`src/rtl/oneapi_avalon_to_axi_gasket_if.sv`:
```
// Bus bundle for the Avalon-ST to AXI4-Stream gasket.
// The slave modport is the gasket's view (Avalon sink in, AXI source out);
// the master modport is the surrounding environment's view.
interface oneapi_avalon_to_axi_gasket_if #(
  parameter int PARALLEL_PIXELS     = 2,
  parameter int BITS_PER_CHANNEL    = 10,
  parameter int CHANNELS            = 3,
  parameter int BITS_PER_CHANNEL_AV = 16
);
  localparam int BITS_PER_PIXEL_AV  = BITS_PER_CHANNEL_AV * CHANNELS;
  localparam int BITS_AV            = BITS_PER_PIXEL_AV * PARALLEL_PIXELS;
  localparam int EMPTY_BITS         = $clog2(BITS_AV / 8);
  localparam int BITS_PER_PIXEL_AXI = 8 * ((CHANNELS * BITS_PER_CHANNEL + 7) / 8);
  localparam int BITS_AXI           = BITS_PER_PIXEL_AXI * PARALLEL_PIXELS;
  localparam int TUSER_BITS         = (BITS_AXI + 7) / 8;

  logic                  asi_ready;
  logic                  asi_valid;
  logic [BITS_AV-1:0]    asi_data;
  logic                  asi_startofpacket;
  logic                  asi_endofpacket;
  logic [EMPTY_BITS-1:0] asi_empty;

  logic                  axm_tready;
  logic                  axm_tvalid;
  logic [BITS_AXI-1:0]   axm_tdata;
  logic                  axm_tlast;
  logic [TUSER_BITS-1:0] axm_tuser;

  modport slave (
    output asi_ready,
    input  asi_valid, asi_data, asi_startofpacket, asi_endofpacket, asi_empty,
    input  axm_tready,
    output axm_tvalid, axm_tdata, axm_tlast, axm_tuser
  );

  modport master (
    input  asi_ready,
    output asi_valid, asi_data, asi_startofpacket, asi_endofpacket, asi_empty,
    output axm_tready,
    input  axm_tvalid, axm_tdata, axm_tlast, axm_tuser
  );
endinterface

```
`src/rtl/oneapi_avalon_to_axi_gasket.sv`:
```
// Avalon-ST video to oneAPI AXI4-Stream gasket.
// Strips each Avalon channel slot down to its significant bits, packs the
// channels into byte-aligned AXI pixels, maps sop/eop onto tuser[0]/tlast,
// and only lets complete frames through (beats before the first sop are
// dropped). Output side is a registered two-entry skid buffer.
// Optional feature: define AV_TO_AXI_STATUS_EN to add saturating status
// counters for frames, dropped beats and early sops.
module oneapi_avalon_to_axi_gasket #(
  parameter int PARALLEL_PIXELS     = 2,
  parameter int BITS_PER_CHANNEL    = 10,
  parameter int CHANNELS            = 3,
  parameter int BITS_PER_CHANNEL_AV = 16
) (
  input logic csi_clk,
  input logic rsi_reset,
  oneapi_avalon_to_axi_gasket_if.slave bus
`ifdef AV_TO_AXI_STATUS_EN
  ,
  output logic [15:0] stat_frames,
  output logic [15:0] stat_dropped_beats,
  output logic [15:0] stat_early_sop
`endif
);

  localparam int BITS_PER_PIXEL_AV  = BITS_PER_CHANNEL_AV * CHANNELS;
  localparam int BITS_PER_PIXEL_AXI = 8 * ((CHANNELS * BITS_PER_CHANNEL + 7) / 8);
  localparam int BITS_AXI           = BITS_PER_PIXEL_AXI * PARALLEL_PIXELS;
  localparam int TUSER_BITS         = (BITS_AXI + 7) / 8;

  typedef enum logic {
    WAIT_SOP,
    IN_PKT
  } state_t;

  state_t state;
  state_t state_next;

  logic beat_accepted;
  logic beat_forward;
  logic beat_drop;
  logic beat_early_sop;

  logic [BITS_AXI-1:0] packed_data;
  int                  invalid_px;

  logic                ready_q;
  logic                out_valid;
  logic [BITS_AXI-1:0] out_data;
  logic                out_last;
  logic                out_sof;
  logic                skid_valid;
  logic [BITS_AXI-1:0] skid_data;
  logic                skid_last;
  logic                skid_sof;
  logic                pop;
  logic [1:0]          occ_next;

  // Unpad and pack channels; on an eop beat blank the lanes that empty marks unused
  always_comb begin
    packed_data = '0;
    invalid_px  = 0;
    if (bus.asi_endofpacket)
      invalid_px = (int'(bus.asi_empty) * 8) / BITS_PER_PIXEL_AV;
    for (int p = 0; p < PARALLEL_PIXELS; p++) begin
      if (p < PARALLEL_PIXELS - invalid_px) begin
        for (int c = 0; c < CHANNELS; c++) begin
          packed_data[p*BITS_PER_PIXEL_AXI + c*BITS_PER_CHANNEL +: BITS_PER_CHANNEL] =
            bus.asi_data[p*BITS_PER_PIXEL_AV + c*BITS_PER_CHANNEL_AV +: BITS_PER_CHANNEL];
        end
      end
    end
  end

  // Frame-alignment state register
  always_ff @(posedge csi_clk or posedge rsi_reset) begin
    if (rsi_reset) state <= WAIT_SOP;
    else           state <= state_next;
  end

  // Decide per accepted beat whether it is forwarded or dropped, and track frame state
  always_comb begin
    state_next     = state;
    beat_forward   = 1'b0;
    beat_drop      = 1'b0;
    beat_early_sop = 1'b0;
    beat_accepted  = bus.asi_valid && ready_q;
    if (beat_accepted) begin
      case (state)
        WAIT_SOP: begin
          if (bus.asi_startofpacket) begin
            beat_forward = 1'b1;
            if (!bus.asi_endofpacket) state_next = IN_PKT;
          end else begin
            beat_drop = 1'b1;
          end
        end
        IN_PKT: begin
          beat_forward   = 1'b1;
          beat_early_sop = bus.asi_startofpacket;
          if (bus.asi_endofpacket) state_next = WAIT_SOP;
        end
        default: state_next = WAIT_SOP;
      endcase
    end
  end

  // Occupancy after this cycle decides whether another beat can be taken next cycle
  always_comb begin
    pop      = out_valid && bus.axm_tready;
    occ_next = {1'b0, out_valid} + {1'b0, skid_valid} + {1'b0, beat_forward} - {1'b0, pop};
  end

  // Two-entry skid buffer: output register refills from skid first, then from the input
  always_ff @(posedge csi_clk or posedge rsi_reset) begin
    if (rsi_reset) begin
      ready_q    <= 1'b0;
      out_valid  <= 1'b0;
      out_data   <= '0;
      out_last   <= 1'b0;
      out_sof    <= 1'b0;
      skid_valid <= 1'b0;
      skid_data  <= '0;
      skid_last  <= 1'b0;
      skid_sof   <= 1'b0;
    end else begin
      ready_q <= (occ_next <= 2'd1);
      if (pop || !out_valid) begin
        if (skid_valid) begin
          out_valid  <= 1'b1;
          out_data   <= skid_data;
          out_last   <= skid_last;
          out_sof    <= skid_sof;
          skid_valid <= beat_forward;
          if (beat_forward) begin
            skid_data <= packed_data;
            skid_last <= bus.asi_endofpacket;
            skid_sof  <= bus.asi_startofpacket;
          end
        end else if (beat_forward) begin
          out_valid <= 1'b1;
          out_data  <= packed_data;
          out_last  <= bus.asi_endofpacket;
          out_sof   <= bus.asi_startofpacket;
        end else begin
          out_valid <= 1'b0;
        end
      end else if (beat_forward) begin
        skid_valid <= 1'b1;
        skid_data  <= packed_data;
        skid_last  <= bus.asi_endofpacket;
        skid_sof   <= bus.asi_startofpacket;
      end
    end
  end

  assign bus.asi_ready  = ready_q;
  assign bus.axm_tvalid = out_valid;
  assign bus.axm_tdata  = out_data;
  assign bus.axm_tlast  = out_last;
  assign bus.axm_tuser  = {{(TUSER_BITS-1){1'b0}}, out_sof};

`ifdef AV_TO_AXI_STATUS_EN
  // Saturating event counters for frame starts, dropped beats and early sops
  always_ff @(posedge csi_clk or posedge rsi_reset) begin
    if (rsi_reset) begin
      stat_frames        <= '0;
      stat_dropped_beats <= '0;
      stat_early_sop     <= '0;
    end else begin
      if (beat_forward && bus.asi_startofpacket && stat_frames != 16'hFFFF)
        stat_frames <= stat_frames + 16'd1;
      if (beat_drop && stat_dropped_beats != 16'hFFFF)
        stat_dropped_beats <= stat_dropped_beats + 16'd1;
      if (beat_early_sop && stat_early_sop != 16'hFFFF)
        stat_early_sop <= stat_early_sop + 16'd1;
    end
  end
`endif

endmodule

```
`src/flat_wrapper.sv`:
```
// flat-port wrapper written by rule: the top's interface ports become plain ports
module oneapi_avalon_to_axi_gasket_flat 
#(
  parameter int PARALLEL_PIXELS     = 2,
  parameter int BITS_PER_CHANNEL    = 10,
  parameter int CHANNELS            = 3,
  parameter int BITS_PER_CHANNEL_AV = 16
)
  (csi_clk, rsi_reset, bus_asi_ready, bus_asi_valid, bus_asi_data, bus_asi_startofpacket, bus_asi_endofpacket, bus_asi_empty, bus_axm_tready, bus_axm_tvalid, bus_axm_tdata, bus_axm_tlast, bus_axm_tuser);
  oneapi_avalon_to_axi_gasket_if #(.PARALLEL_PIXELS(PARALLEL_PIXELS), .BITS_PER_CHANNEL(BITS_PER_CHANNEL), .CHANNELS(CHANNELS), .BITS_PER_CHANNEL_AV(BITS_PER_CHANNEL_AV)) bus_i ();
  input logic csi_clk;
  input logic rsi_reset;
  output wire logic [$bits(bus_i.asi_ready)-1:0] bus_asi_ready;
  input wire logic [$bits(bus_i.asi_valid)-1:0] bus_asi_valid;
  input wire logic [$bits(bus_i.asi_data)-1:0] bus_asi_data;
  input wire logic [$bits(bus_i.asi_startofpacket)-1:0] bus_asi_startofpacket;
  input wire logic [$bits(bus_i.asi_endofpacket)-1:0] bus_asi_endofpacket;
  input wire logic [$bits(bus_i.asi_empty)-1:0] bus_asi_empty;
  input wire logic [$bits(bus_i.axm_tready)-1:0] bus_axm_tready;
  output wire logic [$bits(bus_i.axm_tvalid)-1:0] bus_axm_tvalid;
  output wire logic [$bits(bus_i.axm_tdata)-1:0] bus_axm_tdata;
  output wire logic [$bits(bus_i.axm_tlast)-1:0] bus_axm_tlast;
  output wire logic [$bits(bus_i.axm_tuser)-1:0] bus_axm_tuser;
  assign bus_asi_ready = bus_i.asi_ready;
  assign bus_i.asi_valid = bus_asi_valid;
  assign bus_i.asi_data = bus_asi_data;
  assign bus_i.asi_startofpacket = bus_asi_startofpacket;
  assign bus_i.asi_endofpacket = bus_asi_endofpacket;
  assign bus_i.asi_empty = bus_asi_empty;
  assign bus_i.axm_tready = bus_axm_tready;
  assign bus_axm_tvalid = bus_i.axm_tvalid;
  assign bus_axm_tdata = bus_i.axm_tdata;
  assign bus_axm_tlast = bus_i.axm_tlast;
  assign bus_axm_tuser = bus_i.axm_tuser;
  oneapi_avalon_to_axi_gasket #(.PARALLEL_PIXELS(PARALLEL_PIXELS), .BITS_PER_CHANNEL(BITS_PER_CHANNEL), .CHANNELS(CHANNELS), .BITS_PER_CHANNEL_AV(BITS_PER_CHANNEL_AV)) u_core (.csi_clk(csi_clk), .rsi_reset(rsi_reset), .bus(bus_i));
endmodule
```
`config.mk`:
```
export PLATFORM = sky130hd
export DESIGN_NAME = oneapi_avalon_to_axi_gasket_flat
export DESIGN_NICKNAME = d
export VERILOG_FILES = /design/src/rtl/oneapi_avalon_to_axi_gasket_if.sv /design/src/rtl/oneapi_avalon_to_axi_gasket.sv /design/src/flat_wrapper.sv
export SDC_FILE = /design/constraint.sdc
export NUM_CORES = 1
export LEC_CHECK = 0
export ABC_AREA = 0
export BUFFER_PORTS_ARGS = -buffer_cell sky130_fd_sc_hd__buf_2
export CAP_MARGIN = 20
export CORE_MARGIN = 2
export CORE_UTILIZATION = 48
export DETAILED_ROUTE_END_ITERATION = 8
export HOLD_SLACK_MARGIN = 0.03
export PLACE_DENSITY = 0.77
export SETUP_SLACK_MARGIN = 0.05
export SYNTH_ARGS = -nofsm -noshare
export SYNTH_HDL_FRONTEND = slang
export SYNTH_SLANG_ARGS = --single-unit
```
`constraint.sdc`:
```
create_clock -name csi_clk -period 3.6 [get_ports csi_clk]
set_clock_uncertainty 0.1 [all_clocks]
set_input_delay 0.36 -clock csi_clk [delete_from_list [all_inputs] [get_ports csi_clk]]
set_output_delay 0.36 -clock csi_clk [all_outputs]
set_load 0.005 [all_outputs]
```
==> flow_summary.ini, run 1 <==
[timing]
setup_violations = 0
maxClockFrequency_mhz = 388
post-route-period-util_pct = 71.6
rsz0062_at_grt = no
hold_viol = 0
fin_ws_ns = 1.02
final.setup.tns_ns = 0
slew_viol_final = 0
fin_crit_ns = 2.58
tightest_slew_ns = 0.967
slew_headroom_pct = 35.6

[logic_synthesis]
synth-edff-count = 0
synth_cell_types = 36
ys_top_cells_by_area = dfrtp_1 47%, mux2i_1 8.8%, o221a_2 4.8%
synth_warnings = 0
async_flop_share_pct = 100
synth.largest_area_cell = dfrtp_1
synth_top_area_share_pct = 46.9
synth-seq-cells = 128
syn_inst = 690
yosysSeqAreaShare_pct = 46.9
synth.most_common_cell = dfrtp_1
avgSynthCellArea_um2 = 9.90
synthFlopType = dfrtp_1
syn-cell-area_mm2 = 0.00683
yosys-top-cells-count = 128 x dfrtp_1, 65 x nand3_1, 62 x inv_1, 62 x nand2_1, 60 x mux2i_1

[worst_setup_path]
r2r-end = u_core.bus.axm_tdata[43]
end_kind = flip-flop
cp-start-kind = flip-flop
reg2reg_from = u_core.skid_valid
ff2ff_setup_slack_ns = 1.02
ff2ff_path_depth = 4
path_max_fanout = 36
worstSetupPathType = reg2reg
arrival_ns = 2.80
cp_data_required_time_ns = 3.82

[place]
post-dp-hpwl_um = 10500
pre_cts_ws_ns = 1.00
place_congestion = 0.732
io_buffers = 132

[floorplanning]
ios = 181
core.rowCount = 43
start_util_pct = 49.2
coreArea_mm2 = 0.0139
die_h_um = 123
die_w_um = 123
die-area_mm2 = 0.0152

[final_layout]
syn2layout_area_growth_pct = 17.7
final_nets = 902
drive_above_1_share_pct = 27.1

[routing]
first_pass_iters = 6
vias = 5585
route.detailed.drc = 0
drt_iter0_markers = 522
wire_per_inst_um = 18.0
antenna_violating_nets_post_route = 0
drt_wl_total_um = 17800
viasPerCell = 5.65

[global_routing]
grt_first_pass_wirelength_um = 28500
grt_pass1_vias = 5480
grt_antenna_before_repair = 0
grt_usage_pct = 24.4
grt-ovfl-total = 0
grt_max_degree = 97

[power]
power_frac_comb_pct = 37.4
ir_drop_mv = 0.480
switchingPower_uw = 2540
powerDensity_mw_per_mm2 = 875
pwr-share-clk_pct = 23.9
p_sw_share_pct = 36.1
p_leak_uw = 0.00381
intPower_uw = 4490
power_frac_seq_pct = 38.7

[cts]
cts_setup_buffers = 0
tritoncts = yes
cts_buffers = 17
htreeDepth = 4
cts_root_buffer = clkbuf_16
cts_buffer_depth = 2
clk_pin_slew_ns = 0.06
clk_latency_ns = 0.42
cts_sinks = 128

[outcome]
status = finished, final reports clean

[job]
cap_violations = 0

[hold_path]
worstHoldStart = bus_asi_valid
hold_end = u_core.state
hold_path_depth = 2
hold_path.class = in2reg
==> routing by layer <==
layer	track usage, %	wire [um]	part of all wire, %
met1	32.4	8000	45
met2	39.4	8380	47
met3	7.01	1280	7.2
met4	5.89	92	0.52
met5	0	0	0
==> power groups by stage <==
stage	Sequential [uW]	Clock [uW]	Combinational, uW
after global routing	2820	1760	2970
after detailed placement	2730	0	2630
after global placement	2690	0	2550
after floorplan	2620	0	1890
after CTS	2710	1700	2650
final	2730	1680	2630
==> repair_timing <==
item,in CTS,in global routing
hold buffers,1,0
hold endpoints to repair,21,0
resized for setup,0,0
==> worst max path at each step <==
| stage | from | cells after the start | end | slack (ns) |
|---|---|---|---|---|
| after detailed placement | u_core.skid_valid | 4 | u_core.bus.axm_tdata[14] | 1.00 |
| final | u_core.skid_valid | 4 | u_core.bus.axm_tdata[43] | 1.02 |
| after CTS | u_core.skid_valid | 4 | u_core.bus.axm_tdata[43] | 0.99 |
| after floorplan | rsi_reset | 1 | u_core.bus.asi_ready | 1.56 |
| after global placement | u_core.skid_valid | 4 | u_core.bus.axm_tdata[15] | 1.06 |
| after global routing | u_core.skid_valid | 4 | u_core.bus.axm_tdata[52] | 0.82 |
==> worst max-delay path: stages, from the launching register on <==
cell,delay (ns)
dfrtp_2,0.40
inv_2,0.53
nand3_2,0.75
buf_4,0.46
o21ai_0,0.22
==> cells by family (layout without fill, tap and decap cells) <==
logic type / count (synthesis) / in the layout / share of synthesized area (%)
adders and majority gates: 2 / 2 / 0.366
AOI/OAI and AO/OA: 129 / 129 / 14.1
buffers and inverters: 141 / 248 / 10.4
other: 1 / 12 / 0.0549
muxes: 62 / 62 / 9.13
DFF: 128 / 128 / 46.9
and+or+nand+nor: 226 / 226 / 18.9
xor gates and xnor gates: 1 / 1 / 0.128
==> cells in the final DEF, fill, tap and decap left out, types with 2 or more instances in the layout <==
master | netlist | routed
clkbuf_16 | 0 | 17
dfrtp_1 | 128 | 126
nand2b_1 | 30 | 30
clkinvlp_4 | 0 | 2
nand2_1 | 62 | 62
buf_4 | 17 | 18
clkinv_2 | 0 | 8
bufinv_16 | 0 | 2
nor3_1 | 2 | 2
conb_1 | 1 | 11
o211ai_1 | 30 | 30
buf_2 | 17 | 132
nor2b_1 | 3 | 2
o221a_2 | 29 | 29
clkbuf_8 | 0 | 2
inv_1 | 62 | 61
and3b_1 | 30 | 30
nand3_1 | 65 | 65
a32oi_1 | 2 | 2
nand3b_1 | 29 | 29
nand4_1 | 2 | 2
dfrtp_2 | 0 | 2
o21ai_1 | 9 | 9
o21ai_0 | 22 | 22
a31oi_1 | 32 | 32
inv_2 | 2 | 2
ha_1 | 2 | 2
mux2_1 | 2 | 2
mux2i_1 | 60 | 60
==> final cells by class <==
| cell class | instances | area [um^2] |
|---|---|---|
| Multi-Input combinational cell | 431 | 2960 |
| Antenna cell | 1 | 2.50 |
| Clock inverter | 12 | 116 |
| Inverter | 64 | 244 |
| Tap cell | 180 | 225 |
| Fill cell | 1223 | 5840 |
| Sequential cell | 128 | 3210 |
| Timing Repair Buffer | 152 | 826 |
| Clock buffer | 20 | 457 |
==> stage by stage <==
step           hold WS [ns]  utilization (%)  instance area (um^2)  total power (uW)  instances
6_report             0.0677             57.9                  8040              7040        988
5_1_grt              0.0628             57.9                  8030              7550        987
3_5_place_dp          0.336             53.7                  7450              5360        954
4_1_cts              0.0543             57.9                  8030              7060        987
2_1_floorplan         0.357                -                  6870              4510        700
3_3_place_gp          0.334             53.7                  7450              5250        954
==> registers in the layout (all words and copies together), names as in the netlist <==
register and count:
u_core.skid_last 1, u_core.skid_valid 1, u_core.bus.axm_tvalid 1, u_core.bus.asi_ready 1, u_core.skid_data 60, u_core.bus.axm_tlast 1, u_core.skid_sof 1, u_core.out_sof 1
u_core.bus.axm_tdata 60, u_core.state 1
(Power assumes the default switching activity.)
==> run 2: changes to the inputs <==
==> constraint.sdc (replaced) <==
create_clock -name csi_clk -period 2.2 [get_ports csi_clk]
set_clock_uncertainty 0.1 [all_clocks]
set_input_delay 0.22 -clock csi_clk [delete_from_list [all_inputs] [get_ports csi_clk]]
set_output_delay 0.22 -clock csi_clk [all_outputs]
set_load 0.005 [all_outputs]
==> run 2 against run 1 <==
Compared with the run above:
- wire length increased by 6.8%
- count of clock-buffer cells in the layout up 6
- clock power up 65%
- combinational power is 76% higher
- utilization up 5.3 points
- total power is 68% higher
- sequential power up 61%
- worst setup slack got worse by 0.74 ns
- global-route usage increased by 2.0 points
- critical endpoint is now u_core.bus.asi_ready
==> flow_summary.ini, run 2 (same netlist as run 1, synthesis figures left out) <==
[global_routing]
grt_first_pass_wirelength_um = 30800
grt_antenna_before_repair = 0
grt_max_degree = 52
grtUsageMet1_pct = 33.0
grt_pass1_vias = 6132
grt_usage_pct = 26.3
top_usage_layer = met2
grt-ovfl-total = 0
met2_usage_pct = 43.8
met3_usage_pct = 7.70

[routing]
vias = 5970
drt_iter0_markers = 469
antenna_violating_nets_post_route = 0
wire_per_inst_um = 17.9
drt_wl_total_um = 19000
first_pass_iters = 5
route.detailed.drc = 0
viasPerCell = 5.65

[worst_setup_path]
critPathSlowestCell = dlygate4sd3_1
cp_data_required_time_ns = 2.43
cp-start-kind = input pin
reg2reg_from = u_core.state
path_max_fanout = 4
ff2ff_path_depth = 7
ff2ff_setup_slack_ns = 0.40
arrival_ns = 2.15
r2r-end = u_core.bus.asi_ready
worstSetupPathType = in2reg
crit_chain = dlygate4sd3_1 > buf_2 > o211a_1 > inv_2 > ha_1 > inv_1 > ha_1 > a21oi_1 > xor2_1
cpMostUsedCell = ha_1
end_kind = flip-flop
max_stage_delay_ns = 0.55

[cts]
cts_sinks = 128
cts_buffer_depth = 2
cts_buffers = 17
clk_pin_slew_ns = 0.05
tritoncts = yes
cts_setup_buffers = 0
cts_hold_buf = 64
cts_resized = 0
cts_root_buffer = clkbuf_16
htreeDepth = 4
clk_latency_ns = 0.41

[place]
place_congestion = 0.743
pre_cts_ws_ns = 0.360
dp.cells = 962
post-dp-hpwl_um = 11200
io_buffers = 132

[final_layout]
layout_commonest_cell = buf_2
syn2layout_area_growth_pct = 28.6
drive_above_1_share_pct = 25.3
final_cell_mix = 132 x buf_2, 126 x dfrtp_1, 65 x nand3_1
final_nets = 973
final_cells = 1057
post-route-util_pct = 63.2
diodes = 0

[timing]
fin_ws_ns = 0.283
setup_violations = 0
final.setup.tns_ns = 0
maxClockFrequency_mhz = 522
post-route-period-util_pct = 87.1
rsz0062_at_grt = no
slew_headroom_pct = 61.7
tightest_slew_ns = 0.574
fin_crit_ns = 1.92
slew_viol_final = 0
hold_viol = 0

[hold_path]
hold_path.class = in2reg
hold_path_depth = 3
hold_end = u_core.bus.axm_tdata[61]
worstHoldStart = bus_asi_data[89]

[outcome]
status = finished, final reports clean

[floorplanning]
die-area_mm2 = 0.0152
start_util_pct = 49.2
core.rowCount = 43
ios = 181
coreArea_mm2 = 0.0139
die_w_um = 123
die_h_um = 123

[power]
p_leak_uw = 0.00412
powerDensity_mw_per_mm2 = 1340
ir_drop_mv = 0.642

[job]
cap_violations = 0
## run 2: worst max path at each step
stage	start	endpoint	cells past startpoint
2_1_floorplan	u_core.bus.asi_ready	u_core.bus.asi_ready	10
3_3_place_gp	bus_axm_tready	u_core.bus.axm_tdata[16]	6
3_5_place_dp	bus_axm_tready	u_core.bus.axm_tdata[25]	6
4_1_cts	bus_asi_startofpacket	u_core.bus.asi_ready	9
5_1_grt	bus_asi_startofpacket	u_core.bus.asi_ready	9
6_report	bus_asi_startofpacket	u_core.bus.asi_ready	9
## run 2: cell type report
cell class / instances / area [um^2]
clock buffer: 26 / 499
clock inverter: 5 / 77.6
fill: 1100 / 5100
inverter: 64 / 244
multi-input combinational: 431 / 2960
sequential: 128 / 3210
tap: 180 / 225
timing repair buffer: 223 / 1570
## run 2: per-layer routing
| layer | routed length, um | part of all wire, % |
|---|---|---|
| met1 | 8070 | 43 |
| met2 | 9390 | 50 |
| met3 | 1260 | 6.7 |
| met4 | 241 | 1.3 |
| met5 | 0 | 0 |
## run 2: power breakdown
part | switching [uW] | internal, uW | leakage (uW)
registers | 817 | 3590 | 0.00152
clock network | 993 | 1780 | 0.000280
logic | 2410 | 2210 | 0.00232
total | 4220 | 7580 | 0.00412
## run 2: per-stage QoR
| stage | power (uW) | hold slack, ns | instance area [um^2] |
|---|---|---|---|
| floorplan | 7380 | 0.217 | 6870 |
| global placement | 8670 | 0.199 | 7560 |
| detailed placement | 8880 | 0.199 | 7560 |
| CTS | 11800 | 0.0376 | 8780 |
| global route | 12700 | 0.0465 | 8780 |
| finish | 11800 | 0.0759 | 8780 |
## run 2: worst max-delay path, delay by kind of cell
family	cells	cell delay, ns
AO/OA/AOI/OAI	2	0.41
XOR/XNOR	1	0.15
adder cells (fa/ha/maj)	2	0.47
buffers and inverters	4	0.88
